File: src/rtl/rf_wb_arbiter_pkg.sv
// Shared constants and types for the register-file write-back arbiter.
// Widths here match the 32x32 integer register file.
package rf_pkg;

  localparam int ADDR_W = 5;
  localparam int DATA_W = 32;
  localparam int NREG   = 32;

  typedef enum logic {
    WB_ALU = 1'b0,
    WB_MEM = 1'b1
  } wb_src_e;

  localparam logic [ADDR_W-1:0] RF_ZERO = '0;

endpackage

File: src/rtl/rf_wb_arbiter_if.sv
// Write-back request bundle for the two producers (ALU result and load data).
// The producers drive the master side; the arbiter consumes the slave side.
interface rf_wb_arbiter_if;
  import rf_pkg::*;

  logic              alu_valid;
  logic [ADDR_W-1:0] alu_wa;
  logic [DATA_W-1:0] alu_wd;
  logic              alu_ready;

  logic              mem_valid;
  logic [ADDR_W-1:0] mem_wa;
  logic [DATA_W-1:0] mem_wd;
  logic              mem_ready;

  modport master (
    output alu_valid, alu_wa, alu_wd,
    input  alu_ready,
    output mem_valid, mem_wa, mem_wd,
    input  mem_ready
  );

  modport slave (
    input  alu_valid, alu_wa, alu_wd,
    output alu_ready,
    input  mem_valid, mem_wa, mem_wd,
    output mem_ready
  );

endinterface

File: src/rtl/rf_wb_arbiter_rr_arb2.sv
// Two-way round-robin arbiter; bit 0 is the ALU, bit 1 the load path.
// The pointer moves only when the winning request actually transfers.
module rr_arb2
  import rf_pkg::*;
(
  input  logic       clk,
  input  logic       rstn,
  input  logic [1:0] req,
  input  logic       advance,
  output logic [1:0] gnt
);

  wb_src_e last;

  always_comb begin
    gnt = req;
    if (req == 2'b11) begin
      gnt = (last == WB_MEM) ? 2'b01 : 2'b10;
    end
  end

  always_ff @(posedge clk) begin
    if (!rstn) begin
      last <= WB_MEM;
    end else if (advance) begin
      last <= gnt[1] ? WB_MEM : WB_ALU;
    end
  end

endmodule

File: src/rtl/rf_wb_arbiter.sv
// Write-back arbiter for the register-file write port, with a registered write
// stage and the per-register pending-write scoreboard used for issue stalls.
module rf_wb_arbiter
  import rf_pkg::*;
#(
  parameter int ADDR_W = rf_pkg::ADDR_W,
  parameter int DATA_W = rf_pkg::DATA_W,
  parameter int NREG   = rf_pkg::NREG
) (
  input  logic               clk,
  input  logic               rstn,
  rf_wb_arbiter_if.slave     wb,
  input  logic               issue_en,
  input  logic [ADDR_W-1:0]  issue_wa,
  input  logic               flush,
  output logic               rf_we,
  output logic [ADDR_W-1:0]  rf_wa,
  output logic [DATA_W-1:0]  rf_wd,
  output logic [NREG-1:0]    busy_mask
);

  logic [1:0]        req;
  logic [1:0]        gnt;
  logic              xfer;
  logic [ADDR_W-1:0] sel_wa;
  logic [DATA_W-1:0] sel_wd;
  logic [NREG-1:0]   busy_next;

  assign req = {wb.mem_valid, wb.alu_valid};

  rr_arb2 u_arb (
    .clk     (clk),
    .rstn    (rstn),
    .req     (req),
    .advance (xfer),
    .gnt     (gnt)
  );

  // Grants are a subset of requests, so a high ready always means a transfer.
  assign wb.alu_ready = gnt[0] & rstn;
  assign wb.mem_ready = gnt[1] & rstn;
  assign xfer         = wb.alu_ready | wb.mem_ready;

  always_comb begin
    sel_wa = wb.alu_wa;
    sel_wd = wb.alu_wd;
    if (gnt[1]) begin
      sel_wa = wb.mem_wa;
      sel_wd = wb.mem_wd;
    end
  end

  always_ff @(posedge clk) begin
    if (!rstn) begin
      rf_we <= 1'b0;
      rf_wa <= '0;
      rf_wd <= '0;
    end else if (xfer) begin
      rf_we <= (sel_wa != RF_ZERO);
      rf_wa <= sel_wa;
      rf_wd <= sel_wd;
    end else begin
      rf_we <= 1'b0;
    end
  end

  // A new issue to the register being written wins: its producer is still pending.
  always_comb begin
    busy_next = busy_mask;
    if (rf_we) begin
      busy_next[rf_wa] = 1'b0;
    end
    if (issue_en && (issue_wa != RF_ZERO)) begin
      busy_next[issue_wa] = 1'b1;
    end
    if (flush) begin
      busy_next = '0;
    end
    busy_next[0] = 1'b0;
  end

  always_ff @(posedge clk) begin
    if (!rstn) begin
      busy_mask <= '0;
    end else begin
      busy_mask <= busy_next;
    end
  end

endmodule

File: src/flat_wrapper.sv
// flat-port wrapper written by rule: the top's interface ports become plain ports
module rf_wb_arbiter_flat import rf_pkg::*;
#(
  parameter int ADDR_W = rf_pkg::ADDR_W,
  parameter int DATA_W = rf_pkg::DATA_W,
  parameter int NREG   = rf_pkg::NREG
)
  (clk, rstn, issue_en, issue_wa, flush, rf_we, rf_wa, rf_wd, busy_mask, wb_alu_valid, wb_alu_wa, wb_alu_wd, wb_alu_ready, wb_mem_valid, wb_mem_wa, wb_mem_wd, wb_mem_ready);
  rf_wb_arbiter_if wb_i ();
  input  logic clk;
  input  logic rstn;
  input  logic issue_en;
  input  logic [ADDR_W-1:0] issue_wa;
  input  logic flush;
  output logic rf_we;
  output logic [ADDR_W-1:0] rf_wa;
  output logic [DATA_W-1:0] rf_wd;
  output logic [NREG-1:0] busy_mask;
  input wire logic [$bits(wb_i.alu_valid)-1:0] wb_alu_valid;
  input wire logic [$bits(wb_i.alu_wa)-1:0] wb_alu_wa;
  input wire logic [$bits(wb_i.alu_wd)-1:0] wb_alu_wd;
  output wire logic [$bits(wb_i.alu_ready)-1:0] wb_alu_ready;
  input wire logic [$bits(wb_i.mem_valid)-1:0] wb_mem_valid;
  input wire logic [$bits(wb_i.mem_wa)-1:0] wb_mem_wa;
  input wire logic [$bits(wb_i.mem_wd)-1:0] wb_mem_wd;
  output wire logic [$bits(wb_i.mem_ready)-1:0] wb_mem_ready;
  assign wb_i.alu_valid = wb_alu_valid;
  assign wb_i.alu_wa = wb_alu_wa;
  assign wb_i.alu_wd = wb_alu_wd;
  assign wb_alu_ready = wb_i.alu_ready;
  assign wb_i.mem_valid = wb_mem_valid;
  assign wb_i.mem_wa = wb_mem_wa;
  assign wb_i.mem_wd = wb_mem_wd;
  assign wb_mem_ready = wb_i.mem_ready;
  rf_wb_arbiter #(.ADDR_W(ADDR_W), .DATA_W(DATA_W), .NREG(NREG)) u_core (.clk(clk), .rstn(rstn), .wb(wb_i), .issue_en(issue_en), .issue_wa(issue_wa), .flush(flush), .rf_we(rf_we), .rf_wa(rf_wa), .rf_wd(rf_wd), .busy_mask(busy_mask));
endmodule
File: config.mk
export PLATFORM = sky130hd
export DESIGN_NAME = rf_wb_arbiter_flat
export DESIGN_NICKNAME = d
export VERILOG_FILES = /design/src/rtl/rf_wb_arbiter_pkg.sv /design/src/rtl/rf_wb_arbiter_if.sv /design/src/rtl/rf_wb_arbiter_rr_arb2.sv /design/src/rtl/rf_wb_arbiter.sv /design/src/flat_wrapper.sv
export SDC_FILE = /design/constraint.sdc
export NUM_CORES = 1
export LEC_CHECK = 0
export BUFFER_PORTS_ARGS = -buffer_cell sky130_fd_sc_hd__buf_2
export CAP_MARGIN = 5
export CELL_PAD_IN_SITES_DETAIL_PLACEMENT = 0
export CELL_PAD_IN_SITES_GLOBAL_PLACEMENT = 1
export CORE_MARGIN = 1.5
export CORE_UTILIZATION = 34
export DETAILED_ROUTE_END_ITERATION = 8
export PLACE_DENSITY = 0.91
export SYNTH_ARGS = -nofsm -noshare
export SYNTH_HDL_FRONTEND = slang
export SYNTH_SLANG_ARGS = --single-unit
File: constraint.sdc
create_clock -name clk -period 2.15 [get_ports clk]
set_input_delay 0.215 -clock clk [delete_from_list [all_inputs] [get_ports clk]]
set_output_delay 0.215 -clock clk [all_outputs]
set_load 0.005 [all_outputs]
==> results_dict.tcl, run 1 <==
set metrics [dict create \
    synth_area_leaders "dfxtp_1, a21oi_1, a32o_1" \
    grt_pass1_vias 3224 \
    synth_warnings 0 \
    multiInputGateArea_um2 1450 \
    start_util_pct 34.8 \
    status "finished clean" \
    grt_max_degree 40 \
    synth_fp_nets 436 \
    power_density_nw_per_um2 742 \
    drtIter0Drc 144 \
    drive_gt1_share_pct 37.2 \
    synth_compound_area_share_pct 30.2 \
    synth_xor_xnor_area_share_pct 0 \
    cp.arrival_ns 1.52 \
    cp.buffers_inverters 1 \
    cts_buffers 9 \
    io-pin-count 157 \
    leakagePower_nw 1.91 \
    cts_setup_buffers 0 \
    hold_viol_final 0 \
    slew_headroom_pct 59.9 \
    grt_pass1_wl_um 15700 \
    synth_area_per_cell_um2 8.59 \
    seq_power_share_pct 46.8 \
    totalWireLength_um 9720 \
    remaining_drc_errors 0 \
    worstPathRequired_ns 1.93 \
    dp_hpwl_um 6980 \
    fin_cells 605 \
    detail-route-antenna-nets 0 \
    die-width_um 97.2 \
    avgViaCountPerCell 5.41 \
    dieArea_um2 9450 \
    portBuffers 155 \
    maxSlewViolCount 0 \
    synth_top_family_by_area "compound AO/OA/AOI/OAI gates" \
    grt_usage_pct 20.3 \
    die_y_um 97.2 \
    std_cell_rows 34 \
    dp_cells 589 \
    synth_fa_ha_area_share_pct 0 \
    synth_top_area_share_pct 46.5 \
    drt-pass1-iter-count 4 \
    ys_ff_latch 70 \
    cts.clk_slew.worst_paths_ns 0.08 \
    ys_seq_area_share_pct 46.5 \
    synth_area_um2 3020 \
    tritoncts "done" \
    yosys.area.top_type "dfxtp_1" \
    fin_skew_ns 0.0115 \
    h-tree-depth 3 \
    antenna_found_initial 0 \
    clock_power_share_pct 39.5 \
    worst-slew-pin-transition_ns 0.601 \
    cts_root_buf "clkbuf_8" \
    final_util_pct 46.6 \
    clk_latency_ns 0.34 \
    vias 3273 \
    ctsResizeCount 0 \
    syn-instance-count 351 \
    place_congestion 0.888 \
    critPathTopFamily "compound AO/OA/AOI/OAI gates" \
    fin_nets 577 \
    endpoint_kind "output pin" \
    synthSimpleGateAreaFrac_pct 17.5 \
    maxCapViolations 0 \
    wl_per_cell_um 16.1 \
    fmax_ghz 0.577 \
    swShare_pct 26.7 \
    ir_drop_mv 0.366 \
    final_common_cell "buf_2" \
    seq_area_um2 1400 \
    switchingPower_uw 801 \
    core_um2 8680 \
    reg2reg_setup_slack_ns 0.66 \
    combPwrFrac_pct 13.7 \
    postCtsHoldBufs 0 \
    setup_viol 0 \
    tns_ns 0 \
    fillers 913 \
    area_growth_pct 34.1 \
    yosysUniqueCellTypes 27 \
    hold_class "input pin to register" \
    cts.sinks 70 \
    period_needed_ns 1.73 \
    rsz0062_at_grt "no" \
    critPathLaunchType "register" \
    crit_type "register to output pin" \
    grt_overflow_total 0 \
    mostFrequentLayoutCells "buf_2, a21oi_1, nand2_1, dfxtp_1, o21ai_0" \
    crit_fanout 30 \
    internal_power_mw 2.20 \
    slowest_stage "a21bo_2" \
    crit_path_max_incr_delay_ns 0.55 \
    clock_path_buffers 2 \
    num_antenna_cells 0 \
    synthMuxAreaShare_pct 0 \
    worstPathCellList "a21bo_2 -> nor2_1 -> buf_2" \
    finalCritPeriodShare_pct 80.6 \
]
[routing by layer]
metal  vias up  global-route usage, %  part of all wire [%]
li1       1559                      -                     -
met1      1549                   25.4                    42
met2       153                   32.4                    47
met3        12                   7.77                   9.5
met4         0                   6.24                   1.5
met5         -                      0                     0
[kinds of logic after synthesis]
kind of cell | Yosys count
AOI/OAI and AO/OA | 147
and+or+nand+nor | 103
DFF | 70
buffers and inverters | 30
other | 1
[path summary, 6_finish.rpt]
check | from | to | cells past startpoint
hold / removal | wb_alu_wd[22] | u_core.rf_wd[22] | 3
hold reg to reg | u_core.busy_mask[6] | u_core.busy_mask[6] | 1
setup / recovery | u_core.u_arb.last | wb_mem_ready | 3
setup reg to reg | u_core.u_arb.last | u_core.rf_wd[8] | 4
[area by class of cell]
class / instances / share of cell area, %
multi-input cells: 251 / 35.8
clock buffers: 10 / 3.15
clock inverters: 6 / 2.35
well taps: 108 / 3.34
repair buffers: 160 / 20.7
flip-flops and latches: 70 / 34.6
[Yosys cell counts (all sizes together)]
| library cell | n |
|---|---|
| a21oi | 74 |
| nand2 | 71 |
| dfxtp | 70 |
| o21ai | 39 |
| a32o | 31 |
| buf | 19 |
| clkbuf | 11 |
| and3b | 7 |
| nor3b | 7 |
| nor3 | 5 |
| and3 | 3 |
| nor2 | 3 |
| and4b | 2 |
| or4 | 2 |
| a21bo | 1 |
| a21boi | 1 |
| and4 | 1 |
| and4bb | 1 |
| conb | 1 |
| nor2b | 1 |
| o21a | 1 |
[worst min-delay path, cell delays in order]
cell and delay (ns):
buf_2 0.09, nand2_1 0.04, a21oi_1 0.05
[power groups by stage]
stage                     clock network, mW  logic, mW  registers (mW)
after floorplan                           0      0.208            1.43
after global placement                    0      0.400            1.43
after detailed placement                  0      0.410            1.43
after CTS                              1.21      0.412            1.41
after global routing                   1.27      0.457            1.41
final                                  1.19      0.411            1.41
[per-stage QoR]
stage	setup slack [ns]	instance area (um2)	power (mW)	hold WS (ns)
CTS	0.407	4050	3.03	0.0866
global placement	0.683	3820	1.83	0.454
global route	0.282	4050	3.14	0.0967
finish	0.417	4050	3.00	0.103
detailed placement	0.623	3820	1.84	0.460
floorplan	0.956	3020	1.64	0.348
[state kept, by name, summed over array words and instances (netlist names)]
register,flops
u_core.rf_wd,32
u_core.busy_mask,31
u_core.rf_wa,5
u_core.rf_we,1
u_core.u_arb.last,1
Note: power is estimated with default switching activity, not from simulation.
==> run 2, diff against run 1 <==
--- a/config.mk
+++ b/config.mk
@@ -10,9 +10,9 @@
 export CELL_PAD_IN_SITES_DETAIL_PLACEMENT = 0
 export CELL_PAD_IN_SITES_GLOBAL_PLACEMENT = 1
 export CORE_MARGIN = 1.5
-export CORE_UTILIZATION = 34
+export CORE_UTILIZATION = 32
 export DETAILED_ROUTE_END_ITERATION = 8
-export PLACE_DENSITY = 0.91
+export PLACE_DENSITY = 0.86
 export SYNTH_ARGS = -nofsm -noshare
 export SYNTH_HDL_FRONTEND = slang
 export SYNTH_SLANG_ARGS = --single-unit
==> constraint.sdc (replaced) <==
create_clock -name clk -period 1.75 [get_ports clk]
set_input_delay 0.175 -clock clk [delete_from_list [all_inputs] [get_ports clk]]
set_output_delay 0.175 -clock clk [all_outputs]
set_load 0.005 [all_outputs]
==> results_dict.tcl, run 2 (same netlist as run 1, synthesis figures left out) <==
set metrics [dict create \
    core_um2 9200 \
    vias 3303 \
    die-width_um 100 \
    grt_usage_pct 19.4 \
    tritoncts "done" \
    cts_root_buf "clkbuf_8" \
    remaining_drc_errors 0 \
    setup_viol 0 \
    period_needed_ns 1.53 \
    crit_type "register to output pin" \
    critPathLaunchType "register" \
    crit_fanout 26 \
    std_cell_rows 35 \
    totalWireLength_um 9730 \
    ctsResizeCount 0 \
    grt_overflow_total 0 \
    seq_area_um2 1400 \
    dieArea_um2 10000 \
    hold_viol_final 0 \
    detail-route-antenna-nets 0 \
    start_util_pct 32.8 \
    worstPathRequired_ns 1.57 \
    h-tree-depth 3 \
    io-pin-count 157 \
    dp_hpwl_um 6820 \
    drive_gt1_share_pct 37.6 \
    worstPathCellList "a21bo_4 -> nor2_1 -> buf_2" \
    hold_class "input pin to register" \
    drtIter0Drc 150 \
    die_y_um 100 \
    grt_pass1_vias 3196 \
    antenna_found_initial 1 \
    fin_skew_ns 0.00665 \
    mostFrequentLayoutCells "buf_2, a21oi_1, nand2_1, dfxtp_1, o21ai_0" \
    rr_worst_depth 3 \
    avgViaCountPerCell 5.42 \
    clock_path_buffers 2 \
    cts_buffers 9 \
    final_util_pct 43.7 \
    tns_ns 0 \
    top_register "u_core.rf_wd" \
    num_antenna_cells 0 \
    fmax_ghz 0.653 \
    grt_max_degree 41 \
    wl_per_cell_um 16.0 \
    power_density_nw_per_um2 850 \
    cts_setup_buffers 0 \
    crit_path_max_incr_delay_ns 0.41 \
    largestRegisters "u_core.rf_wd x32, u_core.busy_mask x31, u_core.rf_wa x5" \
    postCtsHoldBufs 0 \
    status "finished clean" \
    place_congestion 0.770 \
    largest_register_ffs 32 \
    maxCapViolations 0 \
    cp.arrival_ns 1.36 \
    cts.sinks 70 \
    fin_nets 579 \
    fillers 928 \
    clk_latency_ns 0.34 \
    area_growth_pct 33.3 \
    grt_pass1_wl_um 15300 \
    min_path_cells 3 \
    endpoint_kind "output pin" \
    slew_headroom_pct 55.0 \
    slowest_stage "dfxtp_1" \
    drt-pass1-iter-count 4 \
    rsz0062_at_grt "no" \
    portBuffers 155 \
    cts.clk_slew.worst_paths_ns 0.08 \
    leakagePower_nw 1.90 \
    ir_drop_mv 0.414 \
    final_common_cell "buf_2" \
    multiInputGateArea_um2 1460 \
    worst-slew-pin-transition_ns 0.671 \
    maxSlewViolCount 0 \
    finalCritPeriodShare_pct 87.5 \
]
run 2: cell types whose count changed in the layout (fill, tap and decap cells not counted), sizes merged:
| cell | before | now |
|---|---|---|
| buf | 160 | 162 |
| bufinv | 2 | 0 |
| clkinv | 3 | 2 |
| clkinvlp | 0 | 3 |
| inv | 1 | 0 |
run 2: cell type report:
| cell class | instances | share of cell area [%] |
|---|---|---|
| Clock buffer | 10 | 3.42 |
| Clock inverter | 5 | 0.902 |
| Multi-Input combinational cell | 251 | 36.2 |
| Sequential cell | 70 | 34.8 |
| Tap cell | 111 | 3.45 |
| Timing Repair Buffer | 162 | 21.2 |
run 2: routing by layer:
| layer | wire length, um | global-route usage [%] | vias up |
|---|---|---|---|
| met5 | 10 | 0 | - |
| met4 | 202 | 8.02 | 2 |
| met3 | 996 | 6.96 | 21 |
| met2 | 4390 | 31.1 | 158 |
| met1 | 4130 | 23.6 | 1563 |
| li1 | - | - | 1559 |
run 2: worst paths after layout:
kind / start / to / slack, ns
setup / recovery: u_core.u_arb.last / wb_mem_ready / 0.22
hold / removal: wb_alu_wd[23] / u_core.rf_wd[23] / 0.06
setup reg to reg: u_core.rf_we / u_core.busy_mask[4] / 0.26
hold reg to reg: u_core.busy_mask[24] / u_core.busy_mask[24] / 0.50
run 2: critical path: cells and delay by family (launching register included):
kind            cells  cell delay, ns
flops               1            0.41
compound gates      1            0.37
buf+inv             1            0.14
simple gates        1            0.10
run 2: where the power goes:
part	switching, mW	internal (mW)	total [mW]	leakage, nW
clock	0.639	0.545	1.18	0.0804
combinational	0.284	0.228	0.512	1.24
sequential	0.0556	1.67	1.72	0.573
total	0.978	2.44	3.42	1.90
run 2: through the flow:
stage                     total power, mW  worst slack [ns]  instances  hold slack (ns)  instance area (um2)
after global placement               2.26             0.387        594            0.416                 3840
after CTS                            3.46            0.0213        609           0.0329                 4020
after floorplan                      2.01             0.556        351            0.308                 3020
after global routing                 3.58             0.151        609           0.0458                 4020
after detailed placement             2.27             0.341        594            0.420                 3840
final                                3.42             0.219        609           0.0570                 4020
